[src/rtl/rand_pkg.sv]
// Shared types and helpers for the entropy sampler: FSM state encoding and the
// von Neumann pair decoder used by the extractor.
package rand_pkg;

  typedef enum logic [1:0] {
    IDLE = 2'd0,
    RUN  = 2'd1,
    FAIL = 2'd2
  } sampler_state_e;

  // Result of decoding one (first, second) raw pair.
  typedef struct packed {
    logic emit;   // pair is 10 or 01
    logic bit_v;  // value emitted when emit=1
  } vn_out_t;

  // 10 -> emit 1, 01 -> emit 0, 00/11 -> nothing.
  function automatic vn_out_t vn_decode(input logic first, input logic second);
    vn_out_t r;
    r.emit  = first ^ second;
    r.bit_v = first;
    return r;
  endfunction

endpackage

[src/rtl/entropy_sampler_if.sv]
// Output word stream of the entropy sampler: data plus valid/ready handshake.
interface entropy_sampler_if #(
  parameter int OUT_WIDTH = 32
);
  logic [OUT_WIDTH-1:0] out_data;
  logic                 out_valid;
  logic                 out_ready;

  modport master (output out_data, output out_valid, input out_ready);
  modport slave  (input out_data, input out_valid, output out_ready);
endinterface

[src/rtl/entropy_sync.sv]
// Per-bit flip-flop synchroniser chains bringing the free-running ring
// oscillator bits into the sampling clock domain.
module entropy_sync #(
  parameter int WIDTH       = 8,
  parameter int SYNC_STAGES = 2
) (
  input  logic             clk,
  input  logic             reset,
  input  logic [WIDTH-1:0] async_i,
  output logic [WIDTH-1:0] sync_o
);

  for (genvar b = 0; b < WIDTH; b++) begin : g_bit
    logic [SYNC_STAGES-1:0] chain_q;

    // Shift the asynchronous bit through SYNC_STAGES flops.
    always_ff @(posedge clk) begin
      if (reset) chain_q <= '0;
      else       chain_q <= {chain_q[SYNC_STAGES-2:0], async_i[b]};
    end

    assign sync_o[b] = chain_q[SYNC_STAGES-1];
  end

endmodule

[src/rtl/entropy_sampler.sv]
// Entropy sampler: synchronises ring oscillator state, XOR-folds it to one raw
// bit per cycle, whitens with a von Neumann extractor, packs bits into words
// on a valid/ready port and guards the source with a repetition-count test.
module entropy_sampler
  import rand_pkg::*;
#(
  parameter int WIDTH       = 8,
  parameter int OUT_WIDTH   = 32,
  parameter int SYNC_STAGES = 2,
  parameter int REP_LIMIT   = 32
) (
  input  logic                 clk,
  input  logic                 reset,
  input  logic [WIDTH-1:0]     state,
  input  logic                 enable,
  entropy_sampler_if.master    out,
  output logic                 health_fail
);

  localparam int CW = $clog2(OUT_WIDTH + 1);
  localparam int RW = $clog2(REP_LIMIT + 1);

  logic [WIDTH-1:0]     sync_w;
  sampler_state_e       fsm_q, fsm_d;
  logic                 raw_q, raw_d;
  logic                 prev_q, prev_d;
  logic                 first_q, first_d;
  logic                 phase_q, phase_d;
  logic [OUT_WIDTH-1:0] acc_q, acc_d;
  logic [CW-1:0]        cnt_q, cnt_d;
  logic [RW-1:0]        rep_q, rep_d;
  logic [OUT_WIDTH-1:0] out_data_q, out_data_d;
  logic                 out_valid_q, out_valid_d;

  logic                 trip, active, emit, full, load, xfer;
  logic [OUT_WIDTH-1:0] acc_shift;
  vn_out_t              vn;

  entropy_sync #(.WIDTH(WIDTH), .SYNC_STAGES(SYNC_STAGES)) u_sync (
    .clk     (clk),
    .reset   (reset),
    .async_i (state),
    .sync_o  (sync_w)
  );

  assign trip        = (rep_q == RW'(REP_LIMIT));
  assign health_fail = (fsm_q == FAIL);
  assign active      = enable && !health_fail;
  assign vn          = vn_decode(first_q, raw_q);
  assign emit        = active && phase_q && vn.emit;
  assign full        = (cnt_q == CW'(OUT_WIDTH));
  assign xfer        = out_valid_q && out.out_ready;
  // A full accumulator moves out when the output slot is empty or draining now.
  assign load        = full && (!out_valid_q || out.out_ready);
  assign acc_shift   = {acc_q[OUT_WIDTH-2:0], vn.bit_v};

  assign out.out_data  = out_data_q;
  assign out.out_valid = out_valid_q && !health_fail;

  // FSM state register.
  always_ff @(posedge clk) begin
    if (reset) fsm_q <= IDLE;
    else       fsm_q <= fsm_d;
  end

  // FSM next state: a health trip wins over enable; FAIL only leaves on reset.
  always_comb begin
    fsm_d = fsm_q;
    case (fsm_q)
      IDLE:    if (trip) fsm_d = FAIL; else if (enable)  fsm_d = RUN;
      RUN:     if (trip) fsm_d = FAIL; else if (!enable) fsm_d = IDLE;
      FAIL:    fsm_d = FAIL;
      default: fsm_d = IDLE;
    endcase
  end

  // Datapath next state: raw fold, health counter, extractor and packer.
  always_comb begin
    raw_d       = ^sync_w;
    prev_d      = raw_q;
    first_d     = first_q;
    phase_d     = phase_q;
    acc_d       = acc_q;
    cnt_d       = cnt_q;
    rep_d       = rep_q;
    out_data_d  = out_data_q;
    out_valid_d = out_valid_q;

    // Repetition counter keeps running while output is stalled.
    if (enable) begin
      if (raw_q != prev_q)  rep_d = RW'(1);
      else if (!trip)       rep_d = rep_q + RW'(1);
    end

    // Extractor phase: frozen after a failure, parked at 0 while paused.
    if (!health_fail) begin
      if (enable) phase_d = ~phase_q;
      else        phase_d = 1'b0;
    end
    if (active && !phase_q) first_d = raw_q;

    if (health_fail) begin
      acc_d       = '0;
      cnt_d       = '0;
      out_valid_d = 1'b0;
    end else if (load) begin
      out_data_d  = acc_q;
      out_valid_d = 1'b1;
      // A bit emitted on the load cycle starts the next word.
      if (emit) begin
        acc_d = acc_shift;
        cnt_d = CW'(1);
      end else begin
        cnt_d = '0;
      end
    end else begin
      if (xfer) out_valid_d = 1'b0;
      // With a full accumulator and a stalled output, new bits are dropped.
      if (emit && !full) begin
        acc_d = acc_shift;
        cnt_d = cnt_q + CW'(1);
      end
    end
  end

  // Datapath registers.
  always_ff @(posedge clk) begin
    if (reset) begin
      raw_q       <= 1'b0;
      prev_q      <= 1'b0;
      first_q     <= 1'b0;
      phase_q     <= 1'b0;
      acc_q       <= '0;
      cnt_q       <= '0;
      rep_q       <= '0;
      out_data_q  <= '0;
      out_valid_q <= 1'b0;
    end else begin
      raw_q       <= raw_d;
      prev_q      <= prev_d;
      first_q     <= first_d;
      phase_q     <= phase_d;
      acc_q       <= acc_d;
      cnt_q       <= cnt_d;
      rep_q       <= rep_d;
      out_data_q  <= out_data_d;
      out_valid_q <= out_valid_d;
    end
  end

endmodule
[src/flat_wrapper.sv]
// flat-port wrapper written by rule: the top's interface ports become plain ports
module entropy_sampler_flat import rand_pkg::*;
#(
  parameter int WIDTH       = 8,
  parameter int OUT_WIDTH   = 32,
  parameter int SYNC_STAGES = 2,
  parameter int REP_LIMIT   = 32
)
  (clk, reset, state, enable, health_fail, out_out_data, out_out_valid, out_out_ready);
  entropy_sampler_if #(.OUT_WIDTH(OUT_WIDTH)) out_i ();
  input  logic clk;
  input  logic reset;
  input  logic [WIDTH-1:0] state;
  input  logic enable;
  output logic health_fail;
  output wire logic [$bits(out_i.out_data)-1:0] out_out_data;
  output wire logic [$bits(out_i.out_valid)-1:0] out_out_valid;
  input wire logic [$bits(out_i.out_ready)-1:0] out_out_ready;
  assign out_out_data = out_i.out_data;
  assign out_out_valid = out_i.out_valid;
  assign out_i.out_ready = out_out_ready;
  entropy_sampler #(.WIDTH(WIDTH), .OUT_WIDTH(OUT_WIDTH), .SYNC_STAGES(SYNC_STAGES), .REP_LIMIT(REP_LIMIT)) u_core (.clk(clk), .reset(reset), .state(state), .enable(enable), .out(out_i), .health_fail(health_fail));
endmodule
[config.mk]
export PLATFORM = sky130hd
export DESIGN_NAME = entropy_sampler_flat
export DESIGN_NICKNAME = d
export VERILOG_FILES = /design/src/rtl/rand_pkg.sv /design/src/rtl/entropy_sampler_if.sv /design/src/rtl/entropy_sync.sv /design/src/rtl/entropy_sampler.sv /design/src/flat_wrapper.sv
export SDC_FILE = /design/constraint.sdc
export NUM_CORES = 1
export LEC_CHECK = 0
export CAP_MARGIN = 15
export CORE_ASPECT_RATIO = 1.5
export CORE_MARGIN = 2
export CORE_UTILIZATION = 23
export DETAILED_ROUTE_END_ITERATION = 16
export PLACE_DENSITY_LB_ADDON = 0.15
export SYNTH_ARGS = -nofsm -noshare
export SYNTH_HDL_FRONTEND = slang
export SYNTH_SLANG_ARGS = --single-unit
[constraint.sdc]
create_clock -name clk -period 1.8 [get_ports clk]
set_input_delay 0.18 -clock clk [delete_from_list [all_inputs] [get_ports clk]]
set_output_delay 0.18 -clock clk [all_outputs]
set_load 0.005 [all_outputs]
# --- Yosys cells after proc, flatten, opt, wreduce, memory -nomap -nowiden ---
# Cells that the tools add are included.
word_totals:
  wordCells: 70
  regBits: 99
op_classes:
  eq_ne: 9
  muxes: 16
  n_addsub: 2
  bitwise_logic: 3
  reduce_logical: 22
ops:
  columns: ["operator", "count"]
  rows:
  - ["32-bit two-way mux", 3]
  - ["6-bit two-way mux", 4]
  - ["6-bit by 1-bit adder with 6-bit output (second input constant)", 2]
  - ["6-bit equality test (second input constant)", 2]
  - ["1-bit logical AND", 8]
  - ["2-bit two-way mux", 4]
  - ["2-bit AND reduction", 4]
  - ["8-bit parity", 1]
  - ["3-bit by 2-bit != test with 1-bit output (second input constant)", 2]
  - ["2-bit case mux with 3 select lines", 1]
  - ["1-bit zero test", 4]
  - ["1-bit two-way mux", 4]
  - ["2-bit nonzero test", 2]
  - ["2-bit by 1-bit equality test with 1-bit output (second input constant)", 1]
  - ["2-bit equality test (second input constant)", 1]
  - ["2-bit zero test", 1]
  - ["2-bit by 1-bit != test with 1-bit output (second input constant)", 1]
  - ["2-bit != test (second input constant)", 1]
  - ["1-bit inverter", 2]
  - ["2-bit OR reduction", 1]
  - ["1-bit logical OR", 1]
  - ["1-bit != test", 1]
  - ["1-bit XOR", 1]

# --- Depth between registers and ports, before layout ---
depth:
  depth_word: 8
  mapped_depth: 7

# --- Modules after synthesis ---
# A second synthesis with hierarchy kept.
unflattened:
  hier_cells: 442
  hier_area_um2: 3871.2
modules_own_cells:
  columns: ["mod", "area_per_inst_um2", "cells_per_inst", "n_inst"]
  rows:
  - ["entropy_sampler", 3347.0, 401, 1]
  - ["entropy_sync", 524.3, 41, 1]

# --- Worst setup path before layout ---
# Ideal clock, no wire load.
synth_path:
  kind: "register to register"
  startpoint: "register u_core.fsm_q[0]"
  endpoint: "register u_core.acc_q[10]"
  path_stages_with_launch: 7
  required_ns: 1.668
  period_less_slack_ns: 1.486
  slack_ns: 0.314
  path_buffers: 1
  t_arrival_ns: 1.353
  path_cell_list: "dfxtp_1 nand2b_2 inv_2 or3_1 clkbuf_1 o21ai_0 a21oi_1"
synth_via:
  elab_chain_cells: 8
synth_lines:
  columns: ["item", "line_no", "rtl"]
  rows:
  - ["start: declaration", "entropy_sampler.sv:24", "sampler_state_e fsm_q, fsm_d;"]
  - ["start signal: assignment", "entropy_sampler.sv:63", "else fsm_q <= fsm_d;"]
  - ["2-bit equality test (*)", "entropy_sampler.sv:47", "assign health_fail = (fsm_q == FAIL);"]
  - ["named net health_fail", "flat_wrapper.sv:15", "output logic health_fail;"]
  - ["1-bit zero test", "entropy_sampler.sv:48", "assign active = enable && !health_fail;"]
  - ["1-bit logical AND", "entropy_sampler.sv:48", null]
  - ["1-bit logical AND (2 in a row)", "entropy_sampler.sv:50", "assign emit = active && phase_q && vn.emit;"]
  - ["1-bit logical AND", "entropy_sampler.sv:119", "if (emit && !full) begin"]
  - ["2-bit nonzero test (no line)", null, null]
  - ["2-bit AND reduction (no line)", null, null]
  - ["end signal: assignment", "entropy_sampler.sv:133", "acc_q <= '0;"]
  - ["end signal: assignment", "entropy_sampler.sv:143", "acc_q <= acc_d;"]
  - ["end: declaration", "entropy_sampler.sv:29", "logic [OUT_WIDTH-1:0] acc_q, acc_d;"]
# The timed path passes the listed nets; every way through them passes the cells marked *.
# A chain may end at the register's enable or synchronous reset.

# --- Worst setup path in the final report ---
layout_path:
  startpoint: "register u_core.fsm_q[0]"
  endpoint: "output port out_out_valid"
layout_via:
  elab_chain_cells: 3
layout_lines:
  columns: ["item", "line_no", "rtl"]
  rows:
  - ["2-bit equality test", "entropy_sampler.sv:47", null]
  - ["1-bit zero test", "entropy_sampler.sv:58", "assign out.out_valid = out_valid_q && !health_fail;"]
  - ["1-bit logical AND", "entropy_sampler.sv:58", null]
  - ["end: declaration", "flat_wrapper.sv:17", "output wire logic [$bits(out_i.out_valid)-1:0] out_out_valid;"]
# No other way between the ends.

==> qor_table.md <==
| Quantity | Value |
| --- | --- |
| Total global routing track utilization | 9.94% |
| Design area | 4820 um2 |
| Sink Count | 99 |
| Avg WL per Cell | 11.8 um |
| Average size of a mapped cell | 8.58 um2 |
| Top achievable clock speed | 584 MHz |
| CP Max Fanout | 7 |
| Final-layout fill cell count | 1692 |
| Worst setup timing slack at the placement stage | 96.8 ps |
| Setup clock skew after layout | 6.26 ps |
| Multi-input logic area | 1580 um2 |
| Synth Area in XOR/XNOR | 2.59% |
| Flip-flop and latch count after synthesis | 99 |
| Critical register-to-register path startpoint | u_core.fsm_q[0]$_SDFFE_PP0P_ |
| Max-cap violations | 0 |
| Root buffer cell | clkbuf_16 |
| Post-CTS sizing | 0 |
| Clock period minus worst slack | 1710 ps |
| Relative slew slack | 74.2% |
| Mux cell area share after synthesis | 1.62% |
| Worst Min Path Start | reset |
| Arithmetic-cell share of the synthesized area counting full adders, half adders and majority gates | 1.35% |
| TNS Setup | 0 ps |
| Buf+Inv Stages, Crit Path | 1 |
| Worst endpoint required time | 1620 ps |
| Via-to-Cell Ratio | 4.41 |
| Post-CTS repair timing setup buffer count | 0 |
| Largest net degree at the start of global routing | 34 |
| Post-synthesis sequential area ratio | 53.4% |
| Post-cts hold buffer count | 0 |
| Signed area change from the synthesized netlist to the final layout | 29.8% |
| Worst-case clock buffer depth | 2 |
| Net Count, Synth | 449 |
| Critical Path Source | u_core.fsm_q[0]$_SDFFE_PP0P_ |
| Critical path's slowest cell | clkdlybuf4s50_1 |
| Remaining global-route overflow | 0 |
| Diode insertion count for antenna repair | 0 |
| Total via count after detailed routing | 3013 |
| Setup WS post-layout | 87.8 ps |
| Post-synthesis compound-gate area fraction | 15.5% |
| Most used cells in the layout excluding fill and tap cells | dfxtp_1, nand2_1, a21oi_1 |
| Number of design-rule violations left by the first detailed-router iteration | 117 |
| Number of top-level pins | 46 |
| Run status | finished, final reports clean |
| Number of hold violations in the final report | 0 |
| Post-route total power | 4.52 mW |
| 1st-pass router iterations | 4 |
| Count of cells along the worst register-to-register path | 6 |
| Number of global-route vias before repair | 3010 |
| Starting density of the core | 23.7% |
| Input/output buffers | 45 |
| Inserted Clock Buffers | 9 |
| Critical Path, Cell by Cell | nand2b_2 -> and2_1 -> clkdlybuf4s50_1 |
| Number of nets in the layout | 492 |
| Wire length of the first global-routing pass | 13900 um |
| Finished Layout Cells | 683 |
| GP Congestion | 0.717 |
| Core occupancy in the finished layout | 30.7% |
| Number of placement rows | 56 |
| DP Area | 4490 um2 |
| Routed Wire Length | 8080 um |
| Critical path endpoint category | output pin |
| Critical path class | reg2out |
| CP peak stage delay | 450 ps |
| Worst VDD drop | 0.000457 V |
| CTS tree | built |
| Critical Path Source Type | flip-flop |
| Total DRC errors in the routed layout | 0 |
| End of the worst register-to-register path | u_core.acc_q[24]$_SDFFE_PP0P_ |
| Max-slew violation count | 0 |
| RSZ-0062 raised after global routing | no |
| Simple-gate area share of the yosys netlist | 21.3% |
| Ratio of cells with drive above 1 in the final layout | 7.92% |
| Placed wire-length estimate | 5410 um |
| CORE AREA | 15700 um2 |
| Final worst path period share | 95.1% |
| Storage cell area | 1980 um2 |
| Source-to-sink clock delay at the later pin of the worst-skew pair | 340 ps |
| Netlist Area Pre-Place | 3710 um2 |
| Vert. Die Dim | 160 um |
| Die width | 108 um |
| Total of warnings raised by yosys | 0 |
| Slew at the pin closest to its max-slew limit | 382 ps |
| Hold WC Path Type | in2reg |
| R2R setup slack | 210 ps |
| Overall die area | 17200 um2 |
| Number of antenna-violating nets in the routed design | 0 |
| Combinational family with the most area after synthesis | simple AND/OR/NAND/NOR gates |
| Count of final setup violators | 0 |
| Hold depth | 2 |
| Hold WS | 166 ps |
| Post-synthesis cell type count | 32 |
| Leakage dissipation | 1.62 nW |
| Worst endpoint data arrival time | 1530 ps |
| Critical path's top delay family | buffers and inverters |
| Post-Synthesis Cells | 433 |
| End of the worst hold path | u_core.fsm_q[1]$_SDFFE_PP0P_ |
| # placed instances | 668 |
| Maximum level of the CTS H-tree | 3 |
| Clk slew on worst S/H paths | 60 ps |
| Total power divided by cell area | 937 nW/um2 |
| Most common cell after layout, fill and taps aside | dfxtp_1 |
| Antenna violations before repair | 0 |
==> sequential cells by signal (all words and copies together) (netlist names) <==
| name | flops |
|---|---|
| u_core.acc_q | 32 |
| u_core.prev_d | 1 |
| u_core.u_sync.g_bit.chain_q | 16 |
| u_core.cnt_q | 6 |
| u_core.first_q | 1 |
| u_core.rep_q | 6 |
| u_core.fsm_q | 2 |
| u_core.out_valid_q | 1 |
| u_core.out.out_data | 32 |
| u_core.phase_q | 1 |
| u_core.prev_q | 1 |
==> worst reg2reg max path, stage by stage, from the launching register on <==
cell      delay, ps
dfxtp_1         300
nand2b_2        200
inv_4            80
or3_1           420
buf_12          190
o21ai_0         190
a21oi_1          90
==> metal layers <==
layer / GRT usage, % / wire length, um
met2: 16.8 / 3920
met3: 2.37 / 272
met5: 0 / 0
met4: 3.85 / 147
met1: 12.1 / 3750
==> cells by family (layout without fill, tap and decap cells) <==
kind of cell,after synthesis,in the layout
compound gates,112,112
xor+xnor,11,11
fa+ha+maj,4,4
buf+inv,37,84
flops,99,99
mux,6,6
simple gates,164,164
==> cells in the mapped netlist (all sizes together) <==
| cell type | count | area share (%) |
|---|---|---|
| a21o | 1 | 0.20 |
| a21oi | 72 | 9.7 |
| a311oi | 2 | 0.47 |
| and2 | 1 | 0.17 |
| and3 | 2 | 0.34 |
| and4 | 1 | 0.24 |
| buf | 13 | 1.9 |
| clkbuf | 18 | 1.8 |
| dfxtp | 99 | 53 |
| ha | 4 | 1.3 |
| inv | 6 | 0.61 |
| mux2i | 6 | 1.6 |
| nand2 | 76 | 7.7 |
| nand2b | 6 | 1.1 |
| nand3 | 37 | 5.0 |
| nand3b | 1 | 0.20 |
| nand4 | 4 | 0.67 |
| nor2 | 7 | 0.71 |
| nor2b | 18 | 3.0 |
| nor3 | 4 | 0.54 |
| nor4 | 1 | 0.17 |
| nor4b | 1 | 0.64 |
| o21ai | 35 | 4.7 |
| o31ai | 2 | 0.40 |
| or3 | 5 | 0.84 |
| xnor2 | 8 | 1.9 |
| xor2 | 3 | 0.71 |
==> report_power, final <==
part | total, mW | internal [mW] | switching (mW) | leakage, nW
Combinational | 0.194 | 0.0897 | 0.104 | 0.663
Sequential | 2.24 | 2.22 | 0.0193 | 0.802
Clock | 2.08 | 1.26 | 0.825 | 0.159
==> layout make-up <==
class / count / share of cell area, %
sequential: 99 / 41.1
timing repair buffer: 63 / 13.6
clock inverter: 5 / 1.79
multi-input combinational: 297 / 32.7
tap: 203 / 5.27
clock buffer: 10 / 4.96
inverter: 6 / 0.519
==> worst max path at each step <==
stage	slack, ps	cells past startpoint	to
6_report	90	3	out_out_valid
5_1_grt	10	3	out_out_valid
4_1_cts	60	3	health_fail
3_5_place_dp	100	6	u_core.acc_q[17]$_SDFFE_PP0P_
3_3_place_gp	110	6	u_core.acc_q[12]$_SDFFE_PP0P_
2_1_floorplan	310	6	u_core.acc_q[10]$_SDFFE_PP0P_
No activity file was read; power rests on OpenSTA's default activity.
